**config.mk**
```make
export PLATFORM = sky130hd
export DESIGN_NAME = apb_master_arbiter
export DESIGN_NICKNAME = d
export VERILOG_FILES = /design/src/rtl/apb_master_arbiter.sv
export SDC_FILE = /design/constraint.sdc
export NUM_CORES = 1
export LEC_CHECK = 0
export CAP_MARGIN = 10
export CORE_MARGIN = 4
export CORE_UTILIZATION = 30
export CTS_BUF_LIST = sky130_fd_sc_hd__clkbuf_4 sky130_fd_sc_hd__clkbuf_8 sky130_fd_sc_hd__clkbuf_16
export CTS_CLUSTER_SIZE = 14
export DETAILED_ROUTE_END_ITERATION = 7
export GPL_TIMING_DRIVEN = 0
export PLACE_DENSITY_LB_ADDON = 0.12
export SYNTH_ARGS = -nofsm -noshare
export SYNTH_HDL_FRONTEND = slang
export SYNTH_SLANG_ARGS = --single-unit
```
**constraint.sdc**
```tcl
create_clock -name gclk -period 2.3 [get_ports gclk]
set_input_delay 0.23 -clock gclk [delete_from_list [all_inputs] [get_ports gclk]]
set_output_delay 0.23 -clock gclk [all_outputs]
set_load 0.05 [all_outputs]
```
**src/rtl/apb_master_arbiter.sv**
```systemverilog
`default_nettype none
// +-----------------------------------------------------------------------------+
// | apb_master_arbiter: round-robin arbiter sharing one APB3 completer among    |
// | NUM_REQ requesters, with PREADY wait states and an ACCESS-phase watchdog.   |
// | Revision: 1.0                                                               |
// +-----------------------------------------------------------------------------+
module apb_master_arbiter #(
    parameter int NUM_REQ        = 2,
    parameter int APB_ADDR_WIDTH = 5,
    parameter int APB_DATA_WIDTH = 32,
    parameter int TIMEOUT_CYCLES = 16
) (
    input  logic                                gclk,
    input  logic                                rstn,
    input  logic [NUM_REQ-1:0]                  req_valid_i,
    input  logic [NUM_REQ-1:0]                  req_write_i,
    input  logic [NUM_REQ*APB_ADDR_WIDTH-1:0]   req_addr_i,
    input  logic [NUM_REQ*APB_DATA_WIDTH-1:0]   req_wdata_i,
    output logic [NUM_REQ-1:0]                  req_grant_o,
    output logic [NUM_REQ-1:0]                  rsp_valid_o,
    output logic [APB_DATA_WIDTH-1:0]           rsp_rdata_o,
    output logic                                rsp_err_o,
    output logic                                PSEL,
    output logic                                PENABLE,
    output logic                                PWRITE,
    output logic [APB_ADDR_WIDTH-1:0]           PADDR,
    output logic [APB_DATA_WIDTH-1:0]           PWDATA,
    input  logic [APB_DATA_WIDTH-1:0]           PRDATA,
    input  logic                                PREADY,
    input  logic                                PSLVERR
);

    localparam int IDXW = (NUM_REQ > 1) ? $clog2(NUM_REQ) : 1;
    localparam int WDW  = (TIMEOUT_CYCLES > 0) ? $clog2(TIMEOUT_CYCLES + 1) : 1;

    typedef enum logic [1:0] {
        IDLE   = 2'd0,
        SETUP  = 2'd1,
        ACCESS = 2'd2
    } state_t;

    state_t                     state_q, state_d;
    logic [IDXW-1:0]            last_grant_q, last_grant_d;
    logic [IDXW-1:0]            win_q, win_d;
    logic                       wr_q, wr_d;
    logic [APB_ADDR_WIDTH-1:0]  addr_q, addr_d;
    logic [APB_DATA_WIDTH-1:0]  wdata_q, wdata_d;
    logic [WDW-1:0]             wdog_q, wdog_d;
    logic [NUM_REQ-1:0]         rsp_valid_q, rsp_valid_d;
    logic [APB_DATA_WIDTH-1:0]  rsp_rdata_q, rsp_rdata_d;
    logic                       rsp_err_q, rsp_err_d;

    logic [IDXW-1:0]            arb_win;
    logic                       arb_found;
    logic [WDW-1:0]             wdog_inc;
    logic                       wdog_hit;

    // Round-robin search starting one past the previous winner.
    always_comb begin
        arb_win   = last_grant_q;
        arb_found = 1'b0;
        for (int k = 1; k <= NUM_REQ; k++) begin
            logic [IDXW-1:0] cand;
            cand = IDXW'((int'(last_grant_q) + k) % NUM_REQ);
            if (!arb_found && req_valid_i[cand]) begin
                arb_found = 1'b1;
                arb_win   = cand;
            end
        end
    end

    assign wdog_inc = (wdog_q == {WDW{1'b1}}) ? wdog_q : wdog_q + 1'b1;
    assign wdog_hit = (TIMEOUT_CYCLES != 0) && (wdog_inc == WDW'(TIMEOUT_CYCLES));

    always_comb begin
        state_d      = state_q;
        last_grant_d = last_grant_q;
        win_d        = win_q;
        wr_d         = wr_q;
        addr_d       = addr_q;
        wdata_d      = wdata_q;
        wdog_d       = wdog_q;
        rsp_valid_d  = '0;
        rsp_rdata_d  = rsp_rdata_q;
        rsp_err_d    = rsp_err_q;
        case (state_q)
            IDLE: begin
                if (arb_found) begin
                    win_d        = arb_win;
                    last_grant_d = arb_win;
                    wr_d         = req_write_i[arb_win];
                    addr_d       = req_addr_i[arb_win*APB_ADDR_WIDTH +: APB_ADDR_WIDTH];
                    wdata_d      = req_wdata_i[arb_win*APB_DATA_WIDTH +: APB_DATA_WIDTH];
                    state_d      = SETUP;
                end
            end
            SETUP: begin
                wdog_d  = '0;
                state_d = ACCESS;
            end
            ACCESS: begin
                if (PREADY) begin
                    rsp_valid_d[win_q] = 1'b1;
                    rsp_err_d          = PSLVERR;
                    rsp_rdata_d        = (!wr_q && !PSLVERR) ? PRDATA : '0;
                    state_d            = IDLE;
                end else if (wdog_hit) begin
                    // Hung completer: abandon the transfer and report an error.
                    rsp_valid_d[win_q] = 1'b1;
                    rsp_err_d          = 1'b1;
                    rsp_rdata_d        = '0;
                    state_d            = IDLE;
                end else begin
                    wdog_d = wdog_inc;
                end
            end
            default: state_d = IDLE;
        endcase
    end

    always_ff @(posedge gclk) begin
        if (!rstn) begin
            state_q      <= IDLE;
            last_grant_q <= IDXW'(NUM_REQ - 1);
            win_q        <= '0;
            wr_q         <= 1'b0;
            addr_q       <= '0;
            wdata_q      <= '0;
            wdog_q       <= '0;
            rsp_valid_q  <= '0;
            rsp_rdata_q  <= '0;
            rsp_err_q    <= 1'b0;
        end else begin
            state_q      <= state_d;
            last_grant_q <= last_grant_d;
            win_q        <= win_d;
            wr_q         <= wr_d;
            addr_q       <= addr_d;
            wdata_q      <= wdata_d;
            wdog_q       <= wdog_d;
            rsp_valid_q  <= rsp_valid_d;
            rsp_rdata_q  <= rsp_rdata_d;
            rsp_err_q    <= rsp_err_d;
        end
    end

    always_comb begin
        req_grant_o = '0;
        if (state_q == SETUP) begin
            req_grant_o[win_q] = 1'b1;
        end
    end

    // APB outputs are forced to zero whenever no transfer is in flight.
    assign PSEL        = (state_q != IDLE);
    assign PENABLE     = (state_q == ACCESS);
    assign PWRITE      = PSEL & wr_q;
    assign PADDR       = PSEL ? addr_q  : '0;
    assign PWDATA      = PSEL ? wdata_q : '0;
    assign rsp_valid_o = rsp_valid_q;
    assign rsp_rdata_o = rsp_rdata_q;
    assign rsp_err_o   = rsp_err_q;

endmodule
`default_nettype wire

```
* Word-level counts from Yosys, hierarchy flattened *
Index checks and enable logic that the tools add are counted.

cells by class
  add/sub/neg operators = 3
  muxes and demuxes = 30
  bitwise logic cells = 1
  shifts and indexed selects = 2
  eq/ne operators = 8
  multipliers = 1
  magnitude comparators = 5
  reduce and logical (&&, ||, !) cells = 15
  divide/modulo/power cells = 0

operator list
  cell                                                    number
  two-way mux 32 bit                                      4
  variable part select 64 x 7 -> 32 bit                   1
  two-way mux 5 bit                                       4
  two-way mux 1 bit                                       13
  two-way mux 2 bit                                       6
  == test 5 bit (second input constant)                   2
  case mux 5 bit (2 select lines)                         1
  variable part select 10 x 5 -> 5 bit                    1
  < comparator 1 x 2 -> 1 bit (second input constant)     4
  AND reduction 2 bit                                     4
  inequality test 2 bit (second input constant)           3
  case mux 2 bit (3 select lines)                         1
  nonzero test 2 bit                                      3
  adder 5 x 1 -> 5 bit (second input constant)            1
  multiplier 1 x 3 -> 4 bit (second input constant)       1
  logical AND 1 bit                                       3
  logical NOT 1 bit                                       3
  inequality test 3 x 1 -> 1 bit (second input constant)  1
  AND reduction 3 bit                                     1
  adder 1 bit (second input constant)                     2
  == test 2 x 1 -> 1 bit (second input constant)          1
  == test 2 bit (second input constant)                   1
  logical NOT 2 bit                                       1
  AND 1 bit                                               1
  other kinds (2)                                         2

word-level totals
  latch bits = 0
  register bits = 82
  memories = 0
  bits in read-only memories = 0
  logic and storage cells = 75
  input bits = 114
  output and inout port bits = 77
  bits in writable memories = 0

* Logic depth before layout (Yosys ltp) *
Gate-level depths: netlist of the first run.

  word-level depth = 9
  mapped depth = 8
  mapped depth without buffers = 7

* Worst setup path after synthesis of the first run *
No wires, ideal clock.

  path kind = register to register
  from = register wdog_q[0]
  to = register rsp_rdata_q[0], in the netlist rsp_rdata_o[0]
  cell stages (with the launch flop) = 8
  data required time = 2,183 ps
  period minus slack after synthesis = 2,000 ps
  library setup time = 117 ps
  setup slack = 300 ps
  arrival = 1,883 ps
  path buffers = 1
  cell sequence = dfxtp_1 -> ha_1 -> or3b_1 -> o32ai_4 -> a21oi_4 -> o21a_4 -> buf_6 -> a22o_1

on the way
  cells in the longest elaborated chain, start to end = 5
  elaborated cells on any way between the ends = 6
  classes of those cells = add/sub: 1; eq/ne: 2; mux: 1; reduce/logical: 2

RTL lines
  element                                                line  RTL
  from (decl)                                            48    logic [WDW-1:0] wdog_q, wdog_d;
  from (signal assigned)                                 140   wdog_q <= wdog_d;
  adder 5 x 1 -> 5 bit or == test 5 bit (tied branches)  72    assign wdog_inc = (wdog_q == {WDW{1'b1}}) ? wdog_q : wdog_q + 1'b1;
  two-way mux 5 bit (*)                                  72
  == test 5 bit (*)                                      73    assign wdog_hit = (TIMEOUT_CYCLES != 0) && (wdog_inc == WDW'(TIMEOUT_CYCLES));
  nonzero test 2 bit (no source line) (*)                -
  AND reduction 2 bit (no source line) (*)               -
  to (signal assigned)                                   142   rsp_rdata_q <= rsp_rdata_d;
  to (decl)                                              50    logic [APB_DATA_WIDTH-1:0] rsp_rdata_q, rsp_rdata_d;

Mark *: on every way between the ends. The rest lies on a longest branch, timed or not.
A chain may end at the register's enable or synchronous reset.

* Worst setup path in the final report of the first run *
  from = register state_q[0]
  to = output PSEL

on the way
  cells in the longest elaborated chain, start to end = 1

RTL lines
  element                 line  RTL
  from (decl)             42    state_t state_q, state_d;
  from (signal assigned)  134   state_q <= state_d;
  nonzero test 2 bit      155   assign PSEL = (state_q != IDLE);
  to (decl)               23    output logic PSEL,

Every way passes these cells.

==> flow_metrics.tcl, run 1 <==
set metrics [dict create \
    initial_core_util_pct 30.9 \
    ys_types 42 \
    dr.first_iter.drc_count 103 \
    path_clk_slew_ns 0.05 \
    grt_pass1_wl_um 17400 \
    grt-ovfl-total 0 \
    final_nets 680 \
    setup_slack_ns 0.0677 \
    hold_viol 0 \
    dp.cells 693 \
    detail-route-antenna-nets 0 \
    placed_area_um2 5650 \
    netlist_instances 361 \
    max-slew-margin-rel_pct 62.7 \
    die_h_um 117 \
    io-pin-count 191 \
    instances_no_fill 705 \
    fmax_mhz 448 \
    crit_required_ns 2.07 \
    cts_sinks 82 \
    syn_nets 480 \
    min_period_ns 2.23 \
    yosysTopAreaCellShare_pct 45.9 \
    grt_pass1_vias 3398 \
    cts_hold_buf 0 \
    yosysWarningCount 0 \
    synth.avg_cell_area_um2 9.91 \
    netlist_area_um2 3580 \
    arrival_ns 2.00 \
    root_buffer "clkbuf_16" \
    yosys-top-cells-area "dfxtp_1, mux2i_1, a211oi_1" \
    htree_levels 3 \
    wl_met2_um 5770 \
    routabilityCongestion 0.705 \
    dp_hpwl_um 8930 \
    clockBufferDepth 2 \
    drc 0 \
    cp-end-kind "output port" \
    power_uw 4100 \
    wl_met3_um 782 \
    synth-edff-count 0 \
    setup_viol 0 \
    wl_per_cell_um 16.0 \
    ys_seq_area_share_pct 45.9 \
    synthArstFlopShare_pct 0 \
    cts_tree "yes" \
    insertedDiodeCount 0 \
    drv_cap 0 \
    powerDensity_nw_per_um2 704 \
    synth.most_common_cell "dfxtp_1" \
    die-area_um2 13700 \
    track_usage_pct 16.4 \
    p_leak_uw 0.00234 \
    grt_max_degree 12 \
    via_per_inst 4.76 \
    post-route-cell-area_um2 5820 \
    firstDrtPassIters 4 \
    die_w_um 117 \
    antenna_found_initial 0 \
    coreArea_um2 11600 \
    finClkSkew_ns 0.00307 \
    post_cts_buffers 0 \
    fp-row-count 39 \
    cts_buffers 9 \
    dr_total_vias 3353 \
    slew_violations 0 \
    drive_gt1_share_pct 9.79 \
    peakVddDrop_mv 0.366 \
    clk_latency_ns 0.33 \
    preCtsSetupSlack_ns -0.0257 \
    synthFlopType "dfxtp_1" \
    syn2layout_area_growth_pct 62.7 \
    crit_fanout 5 \
    routed_wl_um 11300 \
    synthTopCellsByCount "dfxtp_1, nor2_1, a211oi_1, mux2i_1, nor2b_1" \
    tightestPinTransition_ns 0.559 \
    n_fill_cell 1125 \
    crit_type "flop to output port" \
    yosysTopAreaCell "dfxtp_1" \
    drt-met1-wl_um 4610 \
    cp-start-kind "flop" \
    min_path_cells 2 \
    tns_ns 0 \
    min_path_type "primary input to flop" \
    port_buffers 189 \
    rr_worst_depth 7 \
    fin_crit_sh_pct 97.1 \
    status "finished, final reports clean" \
    ys_ff_latch 82 \
    highest_layer "met4" \
]
-- worst max-delay path, cell delays in order, from the launching register on --
cell and delay [ns]:
dfxtp_1 0.36, inv_1 0.10, ha_1 0.28, inv_1 0.10, clkdlybuf4s50_1 0.82
-- state kept, by name, indices dropped and copies added, names as in the netlist --
name / flops
rsp_rdata_o: 32
wdata_q: 32
addr_q: 5
wdog_q: 5
rsp_valid_o: 2
state_q: 2
last_grant_q: 1
rsp_err_o: 1
win_q: 1
wr_q: 1
-- metrics by stage --
stage               hold slack [ns]  util, %
finish                        0.176     50.4
global route                  0.164     50.4
CTS                           0.169     50.9
detailed placement            0.459     48.8
global placement              0.457     48.8
floorplan                     0.363        -
-- what timing repair did --
item / in CTS / in global routing
endpoints found under the hold margin: 0 / 0
endpoints found under the setup margin: 48 / 47
gates resized for setup: 66 / 42
-- power by group --
| group | switching [µW] | total [µW] | internal, µW |
|---|---|---|---|
| Combinational | 741 | 1240 | 496 |
| Sequential | 55.7 | 1600 | 1550 |
| Clock | 516 | 1260 | 746 |
-- metal layers --
layer,track usage (%),up-vias
met5,0,-
met4,3.75,0
met3,6.68,6
met2,27.2,95
met1,19.9,1553
li1,-,1699
-- worst paths after layout --
path | startpoint | endpoint | slack [ns]
min reg2reg | rsp_rdata_o[13] | rsp_rdata_o[13] | 0.47
max reg2reg | wdog_q[0] | rsp_rdata_o[30] | 0.14
min | rstn | last_grant_q | 0.18
max | state_q[0] | PSEL | 0.07
-- final cells by class --
| type | instances | area (µm²) | area share [%] |
|---|---|---|---|
| multi-input combinational | 244 | 1770 | 30.5 |
| tap | 143 | 179 | 3.07 |
| clock buffer | 11 | 246 | 4.23 |
| timing repair buffer | 189 | 1810 | 31.0 |
| buffer | 28 | 145 | 2.49 |
| sequential | 82 | 1640 | 28.2 |
| clock inverter | 1 | 5.00 | 0.0859 |
| inverter | 7 | 26.3 | 0.451 |
-- kinds of logic after synthesis --
| kind of cell | share of synthesized area, % |
|---|---|
| AND/OR/NAND/NOR | 15.2 |
| AO/OA/AOI/OAI | 21.4 |
| flip-flops | 45.9 |
| multiplexers | 11.2 |
| buffers and inverters | 4.55 |
| adder cells (fa/ha/maj) | 1.75 |
-- placed cells by master, fill, tap and decap left out, types with 2 or more instances in the layout --
cell type | Yosys | layout
clkdlybuf4s50_1 | 0 | 151
dfxtp_1 | 82 | 82
nor2_1 | 42 | 42
mux2i_1 | 40 | 40
a211oi_1 | 40 | 40
nor2b_1 | 39 | 39
a22o_1 | 32 | 32
clkbuf_2 | 0 | 25
clkbuf_1 | 19 | 13
clkdlybuf4s15_1 | 0 | 13
nand2_1 | 9 | 9
clkbuf_16 | 0 | 9
inv_1 | 6 | 6
ha_1 | 5 | 5
clkdlybuf4s15_2 | 0 | 5
buf_2 | 4 | 4
a21oi_1 | 4 | 4
o21ai_0 | 3 | 3
buf_6 | 3 | 3
and2_1 | 2 | 2
nand3_1 | 2 | 2
a31oi_1 | 2 | 2
o22ai_1 | 2 | 2
nor3_1 | 2 | 2
dlygate4sd2_1 | 0 | 2
(Power assumes the default switching activity.)
==> inputs of run 2 (changes only) <==
--- a/config.mk
+++ b/config.mk
@@ -6,8 +6,10 @@
 export NUM_CORES = 1
 export LEC_CHECK = 0
 export CAP_MARGIN = 10
+export CELL_PAD_IN_SITES_DETAIL_PLACEMENT = 0
+export CELL_PAD_IN_SITES_GLOBAL_PLACEMENT = 1
 export CORE_MARGIN = 4
-export CORE_UTILIZATION = 30
+export CORE_UTILIZATION = 28
 export CTS_BUF_LIST = sky130_fd_sc_hd__clkbuf_4 sky130_fd_sc_hd__clkbuf_8 sky130_fd_sc_hd__clkbuf_16
 export CTS_CLUSTER_SIZE = 14
 export DETAILED_ROUTE_END_ITERATION = 7
==> run 2 against run 1 <==
  * Via count is 0.39% higher
  * Global-route usage is 0.061 points lower
  * Sequential power hardly changed
  * Highest routed layer unchanged
==> flow_metrics.tcl, run 2 (synthesis gave the netlist of run 1 again) <==
set metrics [dict create \
    drive_gt1_share_pct 13.1 \
    power_uw 4320 \
    rr_worst_depth 7 \
    firstDrtPassIters 4 \
    crit_fanout 10 \
    grt-ovfl-total 0 \
    routabilityCongestion 0.770 \
    cts_sinks 82 \
    crit_path_cell_trace "ha_1 -> or3b_1 -> o32ai_4 -> a21oi_4 -> o21a_4 -> buf_6 -> a22o_1" \
    cpLargestDelayFamily "compound AO/OA/AOI/OAI gates" \
    via_per_inst 4.56 \
    fmax_mhz 457 \
    worstSetupStartpoint "wdog_q[0]" \
    dr_total_vias 3366 \
    layout_commonest_cell "clkdlybuf4s50_1" \
    grt_max_degree 14 \
    slew_violations 0 \
    cpMaxStageDelayCell "dfxtp_1" \
    wl_per_cell_um 15.8 \
    syn2layout_area_growth_pct 62.9 \
    powerDensity_nw_per_um2 740 \
    clk_latency_ns 0.34 \
    multiInputGateArea_um2 1790 \
    hold_ws_ns 0.171 \
    drv_cap 0 \
    max-slew-margin-rel_pct 63.7 \
    dp_hpwl_um 8960 \
    crit_type "flop to flop" \
    p_leak_uw 0.00237 \
    io-pin-count 191 \
    post-route-cell-area_um2 5830 \
    final_nets 680 \
    drc 0 \
    die_h_um 121 \
    grt_pass1_wl_um 18400 \
    dr.first_iter.drc_count 160 \
    port_buffers 189 \
    setup_viol 0 \
    htree_levels 3 \
    initial_core_util_pct 28.5 \
    tns_ns 0 \
    arrival_ns 2.42 \
    min_path_type "primary input to flop" \
    crit_required_ns 2.53 \
    antenna_found_initial 0 \
    peakVddDrop_mv 0.348 \
    track_usage_pct 16.3 \
    cp-end-kind "flop" \
    cp-endpoint "rsp_rdata_o[0]" \
    die_w_um 121 \
    routed_wl_um 11700 \
    coreArea_um2 12600 \
    root_buffer "clkbuf_16" \
    die-area_um2 14700 \
    rsz0062_at_grt "no" \
    worst_r2r_startpoint "wdog_q[0]" \
    r2r-end "rsp_rdata_o[0]" \
    final-seq-area_um2 1640 \
    path_clk_slew_ns 0.06 \
    cp_num_buf_inv 1 \
    fin_crit_sh_pct 95.1 \
    insertedDiodeCount 0 \
    tightestPinTransition_ns 0.544 \
    n_fill_cell 1256 \
    hold_viol 0 \
    cts_buffers 9 \
    cts_tree "yes" \
    most-common-layout-cells "clkdlybuf4s50_1, dfxtp_1, clkbuf_2" \
    clockBufferDepth 2 \
    detail-route-antenna-nets 0 \
    reg2reg_slack_ns 0.11 \
    cp-start-kind "flop" \
    fin_util_pct 46.4 \
    slowest_delay_ns 0.42 \
    crit_cells 7 \
    finClkSkew_ns 0.00599 \
    fp-row-count 41 \
    min_period_ns 2.19 \
    cts_hold_buf 0 \
    status "finished, final reports clean" \
    placed_area_um2 5690 \
    grt_pass1_vias 3522 \
]
## run 2: cell types whose count changed in the layout (fill, tap and decap cells not counted), moves of 2 or more
cell / before / now
clkbuf_2: 25 / 43
clkdlybuf4s15_1: 13 / 0
clkdlybuf4s15_2: 5 / 1
dlygate4sd2_1: 2 / 0
## run 2: worst min-delay path by stage
stage	endpoint	start	cells after the start
after global placement	rsp_rdata_o[18]	rsp_rdata_o[18]	1
after detailed placement	rsp_rdata_o[14]	rsp_rdata_o[14]	1
after floorplan	rsp_rdata_o[0]	PRDATA[0]	1
after global routing	last_grant_q	rstn	2
after CTS	last_grant_q	rstn	2
final	last_grant_q	rstn	2
## run 2: worst reg2reg max path: stages, from the launching register on
cell and delay (ns):
dfxtp_1 0.42, ha_1 0.32, or3b_1 0.42, o32ai_4 0.18, a21oi_4 0.15, o21a_4 0.25
buf_6 0.15, a22o_1 0.18
## run 2: layout make-up
| cell class | count | area share [%] |
|---|---|---|
| multi-input cells | 244 | 30.6 |
| repair buffers | 189 | 29.3 |
| flip-flops and latches | 82 | 28.2 |
| clock inverters | 4 | 0.880 |
| well taps | 172 | 3.69 |
| inverters | 7 | 0.451 |
| clock buffers | 12 | 4.36 |
| plain buffers | 28 | 2.47 |
## run 2: routing by layer
metal / part of all wire, % / vias up / global-route usage, % / wire [µm]
met5: 0 / - / 0 / 0
met4: 1.4 / 0 / 4.53 / 166
met3: 7.6 / 14 / 7.46 / 883
met2: 51 / 92 / 27.5 / 5980
met1: 40 / 1565 / 18.6 / 4640
li1: - / 1695 / - / -
## run 2: metrics by stage
stage | cells | setup slack [ns]
floorplan | 361 | 0.300
global placement | 722 | 0.00734
detailed placement | 722 | -0.0555
CTS | 738 | 0.0161
global route | 738 | 0.00187
finish | 738 | 0.113
## run 2: repair_timing
action | 4_1_cts | 5_1_grt
resized for setup | 74 | 49
buffers inserted | 0 | 0
endpoints found under the setup margin | 48 | 58
## run 2: where the power goes
| part | total (µW) | switching [µW] | internal, µW |
|---|---|---|---|
| Sequential | 1600 | 57.5 | 1550 |
| Combinational | 1230 | 748 | 479 |
| Clock | 1490 | 590 | 895 |
